`config.mk`:
```
export PLATFORM = sky130hd
export DESIGN_NAME = carfield_island_boot_seq
export DESIGN_NICKNAME = d
export VERILOG_FILES = /design/src/rtl/carfield_island_boot_seq.sv
export SDC_FILE = /design/constraint.sdc
export NUM_CORES = 1
export LEC_CHECK = 0
export ABC_AREA = 1
export BUFFER_PORTS_ARGS = -buffer_cell sky130_fd_sc_hd__buf_4
export CAP_MARGIN = 0
export CORE_MARGIN = 1.5
export CORE_UTILIZATION = 45
export CTS_BUF_LIST = sky130_fd_sc_hd__clkbuf_8
export CTS_CLUSTER_SIZE = 28
export DETAILED_ROUTE_END_ITERATION = 6
export PLACE_DENSITY = 0.76
export SYNTH_ARGS = -nofsm -noshare
export SYNTH_HDL_FRONTEND = slang
export SYNTH_SLANG_ARGS = --single-unit
```
`constraint.sdc`:
```
create_clock -name clk_i -period 7 [get_ports clk_i]
set_input_delay 1.4 -clock clk_i [delete_from_list [all_inputs] [get_ports clk_i]]
set_output_delay 1.4 -clock clk_i [all_outputs]
set_load 0.005 [all_outputs]
```
`src/rtl/carfield_island_boot_seq.sv`:
```
// carfield_island_boot_seq
//
// Boot and power-sequencing controller for the Carfield accelerator islands
// (index 0 = safety island, 1 = integer cluster). Each island runs its own
// OFF -> WAIT_GNT -> RST -> SETTLE -> RUN -> DONE sequence. A single shared
// round-robin slot ensures only one island is inside its reset-release window
// (RST + SETTLE) at any time, which bounds inrush current.
//
// Ports:
//   clk_i, rst_i        clock, asynchronous active-high reset
//   start_i             per-island start request (level-sampled)
//   stop_i              per-island stop / power-down request
//   boot_addr_i         per-island boot address, captured when start is accepted
//   eoc_i               per-island end-of-computation level
//   isl_rst_o           island reset (active-high)
//   isl_clk_en_o        island clock gate enable
//   isl_fetch_en_o      island core fetch enable
//   isl_boot_addr_o     island boot address
//   done_irq_o          one-cycle completion pulse
//   err_o               sticky RUN timeout error
//   busy_o              shared reset-release slot is held
//
// Optional feature: define CARFIELD_BOOT_TIMEOUT_EN to add a per-island RUN
// watchdog that moves the island to ERR after TimeoutCycles without eoc_i.
// Without it, ERR is unreachable and err_o is tied low.
module carfield_island_boot_seq #(
    parameter int unsigned          NumIslands      = 2,
    parameter int unsigned          AddrWidth       = 32,
    parameter int unsigned          RstCycles       = 16,
    parameter int unsigned          SettleCycles    = 4,
    parameter int unsigned          TimeoutCycles   = 1024,
    parameter logic [AddrWidth-1:0] DefaultBootAddr = AddrWidth'(32'h7800_0000)
) (
    input  logic                                  clk_i,
    input  logic                                  rst_i,
    input  logic [NumIslands-1:0]                 start_i,
    input  logic [NumIslands-1:0]                 stop_i,
    input  logic [NumIslands-1:0][AddrWidth-1:0]  boot_addr_i,
    input  logic [NumIslands-1:0]                 eoc_i,
    output logic [NumIslands-1:0]                 isl_rst_o,
    output logic [NumIslands-1:0]                 isl_clk_en_o,
    output logic [NumIslands-1:0]                 isl_fetch_en_o,
    output logic [NumIslands-1:0][AddrWidth-1:0]  isl_boot_addr_o,
    output logic [NumIslands-1:0]                 done_irq_o,
    output logic [NumIslands-1:0]                 err_o,
    output logic                                  busy_o
);

    localparam int unsigned MaxCycles = (RstCycles > SettleCycles) ? RstCycles : SettleCycles;
    localparam int unsigned CntW      = $clog2(MaxCycles + 1);
    localparam int unsigned IdxW      = (NumIslands > 1) ? $clog2(NumIslands) : 1;

    typedef enum logic [2:0] {
        StOff, StWaitGnt, StRst, StSettle, StRun, StDone, StErr
    } state_e;

    state_e                                 state_q [NumIslands];
    state_e                                 state_d [NumIslands];
    logic [CntW-1:0]                        cnt_q   [NumIslands];
    logic [CntW-1:0]                        cnt_d   [NumIslands];
    logic [NumIslands-1:0][AddrWidth-1:0]   addr_q, addr_d;
    logic [NumIslands-1:0]                  done_q, done_d;
    logic                                   slot_held_q, slot_held_d;
    logic [IdxW-1:0]                        holder_q, holder_d;
    logic [IdxW-1:0]                        rr_q, rr_d;

    logic                                   settle_rel;
    logic                                   slot_free;
    logic                                   gnt_valid;
    logic [IdxW-1:0]                        gnt_idx;
    logic [NumIslands-1:0]                  gnt;
    int unsigned                            cand;
    logic [IdxW-1:0]                        cand_idx;

`ifdef CARFIELD_BOOT_TIMEOUT_EN
    localparam int unsigned TW = $clog2(TimeoutCycles + 1);
    logic [TW-1:0] tcnt_q [NumIslands];
    logic [TW-1:0] tcnt_d [NumIslands];
`endif

    // Arbiter. The holder's last SETTLE cycle frees the slot combinationally
    // so the next island can be granted with no idle gap. A stop releases the
    // slot only through the register, one cycle later.
    always_comb begin
        settle_rel = slot_held_q && (state_q[holder_q] == StSettle) &&
                     (cnt_q[holder_q] == CntW'(1));
        slot_free  = !slot_held_q || settle_rel;
        gnt_valid  = 1'b0;
        gnt_idx    = '0;
        gnt        = '0;
        cand       = 0;
        cand_idx   = '0;
        for (int unsigned off = 0; off < NumIslands; off++) begin
            cand = 32'(rr_q) + off;
            if (cand >= NumIslands) cand = cand - NumIslands;
            cand_idx = IdxW'(cand);
            if (!gnt_valid && slot_free && (state_q[cand_idx] == StWaitGnt) &&
                !stop_i[cand_idx]) begin
                gnt_valid = 1'b1;
                gnt_idx   = cand_idx;
            end
        end
        if (gnt_valid) gnt[gnt_idx] = 1'b1;

        slot_held_d = slot_held_q;
        holder_d    = holder_q;
        rr_d        = rr_q;
        if (slot_held_q && (settle_rel || stop_i[holder_q])) slot_held_d = 1'b0;
        if (gnt_valid) begin
            slot_held_d = 1'b1;
            holder_d    = gnt_idx;
            rr_d        = (gnt_idx == IdxW'(NumIslands - 1)) ? '0 : gnt_idx + IdxW'(1);
        end
    end

    // Per-island sequencing; stop has priority over every other event.
    always_comb begin
        for (int i = 0; i < NumIslands; i++) begin
            state_d[i] = state_q[i];
            cnt_d[i]   = cnt_q[i];
            addr_d[i]  = addr_q[i];
            done_d[i]  = 1'b0;
`ifdef CARFIELD_BOOT_TIMEOUT_EN
            tcnt_d[i]  = tcnt_q[i];
`endif
            if (stop_i[i]) begin
                state_d[i] = StOff;
            end else begin
                unique case (state_q[i])
                    StOff, StDone, StErr: begin
                        if (start_i[i]) begin
                            state_d[i] = StWaitGnt;
                            addr_d[i]  = boot_addr_i[i];
                        end
                    end
                    StWaitGnt: begin
                        if (gnt[i]) begin
                            state_d[i] = StRst;
                            cnt_d[i]   = CntW'(RstCycles);
                        end
                    end
                    StRst: begin
                        if (cnt_q[i] == CntW'(1)) begin
                            state_d[i] = StSettle;
                            cnt_d[i]   = CntW'(SettleCycles);
                        end else begin
                            cnt_d[i] = cnt_q[i] - CntW'(1);
                        end
                    end
                    StSettle: begin
                        if (cnt_q[i] == CntW'(1)) begin
                            state_d[i] = StRun;
`ifdef CARFIELD_BOOT_TIMEOUT_EN
                            tcnt_d[i]  = '0;
`endif
                        end else begin
                            cnt_d[i] = cnt_q[i] - CntW'(1);
                        end
                    end
                    StRun: begin
                        if (eoc_i[i]) begin
                            state_d[i] = StDone;
                            done_d[i]  = 1'b1;
                        end
`ifdef CARFIELD_BOOT_TIMEOUT_EN
                        else if (tcnt_q[i] == TW'(TimeoutCycles - 1)) begin
                            state_d[i] = StErr;
                        end else begin
                            tcnt_d[i] = tcnt_q[i] + TW'(1);
                        end
`endif
                    end
                    default: state_d[i] = StOff;
                endcase
            end
        end
    end

    always_ff @(posedge clk_i or posedge rst_i) begin
        if (rst_i) begin
            for (int i = 0; i < NumIslands; i++) begin
                state_q[i] <= StOff;
                cnt_q[i]   <= '0;
`ifdef CARFIELD_BOOT_TIMEOUT_EN
                tcnt_q[i]  <= '0;
`endif
            end
            addr_q      <= {NumIslands{DefaultBootAddr}};
            done_q      <= '0;
            slot_held_q <= 1'b0;
            holder_q    <= '0;
            rr_q        <= '0;
        end else begin
            for (int i = 0; i < NumIslands; i++) begin
                state_q[i] <= state_d[i];
                cnt_q[i]   <= cnt_d[i];
`ifdef CARFIELD_BOOT_TIMEOUT_EN
                tcnt_q[i]  <= tcnt_d[i];
`endif
            end
            addr_q      <= addr_d;
            done_q      <= done_d;
            slot_held_q <= slot_held_d;
            holder_q    <= holder_d;
            rr_q        <= rr_d;
        end
    end

    // Outputs decode registered state only.
    always_comb begin
        for (int i = 0; i < NumIslands; i++) begin
            isl_rst_o[i]      = state_q[i] inside {StOff, StWaitGnt, StRst, StErr};
            isl_clk_en_o[i]   = state_q[i] inside {StRst, StSettle, StRun, StDone};
            isl_fetch_en_o[i] = (state_q[i] == StRun);
`ifdef CARFIELD_BOOT_TIMEOUT_EN
            err_o[i]          = (state_q[i] == StErr);
`else
            err_o[i]          = 1'b0;
`endif
        end
    end

    assign isl_boot_addr_o = addr_q;
    assign done_irq_o      = done_q;
    assign busy_o          = slot_held_q;

endmodule

```
==> key figures <==
Synth
  – Register area share after synthesis: 53.7%
  – Synth warn: 0
  – Mapped Area: 3980 um^2
  – Mean Syn Cell Area: 11.4 um^2
  – Gate Count Post-Synth: 348
  – Synth cell types: 36
  – Flops & latches, synth: 85

Critical path
  – Buf+Inv Stages, Crit Path: 2
  – Startpoint types: primary input
  – CP Data Required Time: 7220 ps
  – Critical path arrival: 3220 ps
  – Critical path type: primary input to register
  – Maximum fanout along the worst path: 32
  – Crit-path slowest cell: nand4_2
  – CP cell instances: buf_4 -> inv_1 -> nand4_2 -> mux2_1
  – Crit-path leading delay family: simple AND/OR/NAND/NOR gates
  – Crit path largest cell delay: 850 ps
  – CP Capture Type: register

Detailed routing
  – Via density: 4.87
  – Total number of vias: 2973
  – WL final: 9.02 mm
  – Met3 Routed Length: 507 um
  – WL met2: 4.33 mm
  – M1 WL: 4.02 mm
  – First drt pass iteration count: 4
  – Drc violations: 0
  – Top sig layer: met4
  – DRT antenna net count: 0
  – DR iter-0 viols: 81
  – Post-DR wirelength/cell: 14.8 um

STA
  – RSZ-0062 raised after global routing: false
  – PnR worst setup slack: 4000 ps
  – Worst slew pin tran: 1080 ps
  – Final hold vios: 0
  – Final setup TNS: 0 ps
  – Final worst path period share: 42.9%
  – Max-slew violation count: 0
  – Worst Skew: 12.5 ps
  – Hold_ws: 497 ps
  – Min Tclk post-route: 3000 ps
  – # setup viols final: 0
  – Slew HR: 28.1%
  – F_max: 333 MHz

Worst hold path
  – HP Class: register to register

Flow run
  – Max-Cap Viols: 0

CTS
  – CTS buffer count: 9
  – PostCTS Resize Cnt: 0
  – Root buffer cell: clkbuf_8
  – Htree depth: 3
  – Worst skew pair latency: 350 ps
  – TritonCTS clock tree: built
  – Sink Count: 85
  – Clk slew on worst S/H paths: 80 ps
  – Clock Path Buffers: 2
  – Setup repair bufs after CTS: 0
  – Post-CTS Hold Fix Bufs: 0

Global route
  – Largest net degree at the start of global routing: 53
  – Initial antenna violation count: 0
  – Vias in the first global route: 2940
  – Aggregate global-route resource usage: 19.5%
  – Global-route wire length before repair: 14.9 mm
  – Congestion Overflow GR: 0

Finish
  – Design area: 5360 um^2
  – Filler cells: 703
  – Layout cells sized above 1: 44.6%
  – ANT cells: 0
  – Area Overhead vs Synth: 34.7%
  – Final nets: 574
  – Commonest cells after routing, fill and taps aside: buf_4 (145), dfrtp_1 (77), nand2_1 (57)
  – Commonest non-fill, non-tap cell in the layout: buf_4

Floorplanning
  – Die width: 97.0 um
  – Die height: 97.0 um
  – Ports: 147
  – Initial Util: 46.1%
  – Core area: 8640 um^2
  – Die area: 9410 um^2
  – Row count: 34

Power and ir drop
  – LEAKAGE: 2.76 nW
  – Pwr Density: 415 nW/um^2
  – Overall power: 2.22 mW
  – Worst vdd ir: 142 uV

Placed design
  – Placed Instance Area: 5140 um^2
  – Hpwl dp: 6.65 mm
  – IO buf count: 144
  – Post-Place Setup Slack: 3610 ps
  – Gpl congestion: 0.844

Run status
  – Status: finished clean
-- tightest hold or removal path, delay by kind of cell, from the launching register on --
kind	cells	cell delay (ps)
flops	1	350
simple gates	1	50
compound gates	1	60
-- metal layers --
metal | up-vias | track usage, %
met2 | 104 | 31.6
met4 | 0 | 6.58
met1 | 1404 | 26.2
met3 | 17 | 4.05
li1 | 1448 | -
met5 | - | 0
-- synth_stat cells --
library cell	count	share of area [%]
nor2_1	21	2.0
conb_1	1	0.094
xor2_1	3	0.66
clkinv_1	2	0.19
nand4_2	1	0.31
nand3_2	3	0.75
o21ai_1	10	1.3
nor2_2	2	0.31
nor3_1	1	0.13
dfstp_2	8	5.3
nand2_2	4	0.63
a31oi_1	1	0.16
a211oi_2	1	0.31
buf_2	3	0.38
nand2_1	57	5.4
and2_1	1	0.16
nand4_1	3	0.47
xnor2_1	1	0.22
mux2_2	4	1.1
mux2_4	30	11
a21oi_1	5	0.63
nand4_4	1	0.53
nand3_1	20	2.5
inv_1	26	2.5
buf_6	3	0.85
ha_1	5	1.6
inv_2	6	0.57
o22ai_1	2	0.31
buf_4	2	0.38
mux2_1	30	8.5
dfrtp_1	77	48
or2_0	1	0.16
or2_2	1	0.16
nand2_4	1	0.28
o31ai_1	2	0.38
o21ai_0	9	1.1
-- cell families after synthesis --
group	share of synthesized area, %
AO/OA/AOI/OAI	4.18
XOR/XNOR	0.881
adder cells (fa/ha/maj)	1.57
buffers and inverters	4.81
flip-flops	53.7
multiplexers	20.9
other	0.0943
AND/OR/NAND/NOR	13.8
-- final timing paths --
check | to | cells past startpoint | slack (ps) | start
max | isl_boot_addr_o[44]$_DFFE_PP0P_ | 4 | 4000 | stop_i[1]
min | cnt_q[9]$_DFFE_PP0P_ | 2 | 500 | cnt_q[9]$_DFFE_PP0P_
max reg2reg | isl_boot_addr_o[44]$_DFFE_PP0P_ | 3 | 4540 | state_q[0]$_DFFE_PP0P_
min reg2reg | cnt_q[9]$_DFFE_PP0P_ | 2 | 500 | cnt_q[9]$_DFFE_PP0P_
max in group asynchronous | isl_boot_addr_o[47]$_DFFE_PP0P_ | 3 | 4820 | rst_i
min in group asynchronous | isl_boot_addr_o[49]$_DFFE_PP0P_ | 2 | 1100 | rst_i
-- where the power goes --
group | internal (mW) | switching, mW | leakage, nW
registers | 0.732 | 0.144 | 1.02
clock network | 0.189 | 0.186 | 0.111
logic | 0.564 | 0.407 | 1.63
total | 1.49 | 0.736 | 2.76
-- metrics by stage --
step	cells	utilization (%)
floorplan	349	-
global placement	594	59.5
detailed placement	594	59.5
CTS	610	62.1
global route	610	62.1
finish	610	62.1
-- final cells by class --
| class | count | area, um^2 | share of cell area [%] |
|---|---|---|---|
| Sequential cell | 85 | 2140 | 39.9 |
| Multi-Input combinational cell | 222 | 1650 | 30.8 |
| Inverter | 34 | 129 | 2.40 |
| Tap cell | 108 | 135 | 2.52 |
| Timing Repair Buffer | 145 | 1090 | 20.3 |
| Clock inverter | 5 | 65.1 | 1.21 |
| Clock buffer | 11 | 151 | 2.83 |
-- registers in the layout, summed over array words and instances (netlist names) --
register / flops
isl_boot_addr_o: 64
cnt_q: 10
state_q: 6
done_irq_o: 2
busy_o: 1
holder_q: 1
rr_q: 1
(Power assumes the default switching activity.)
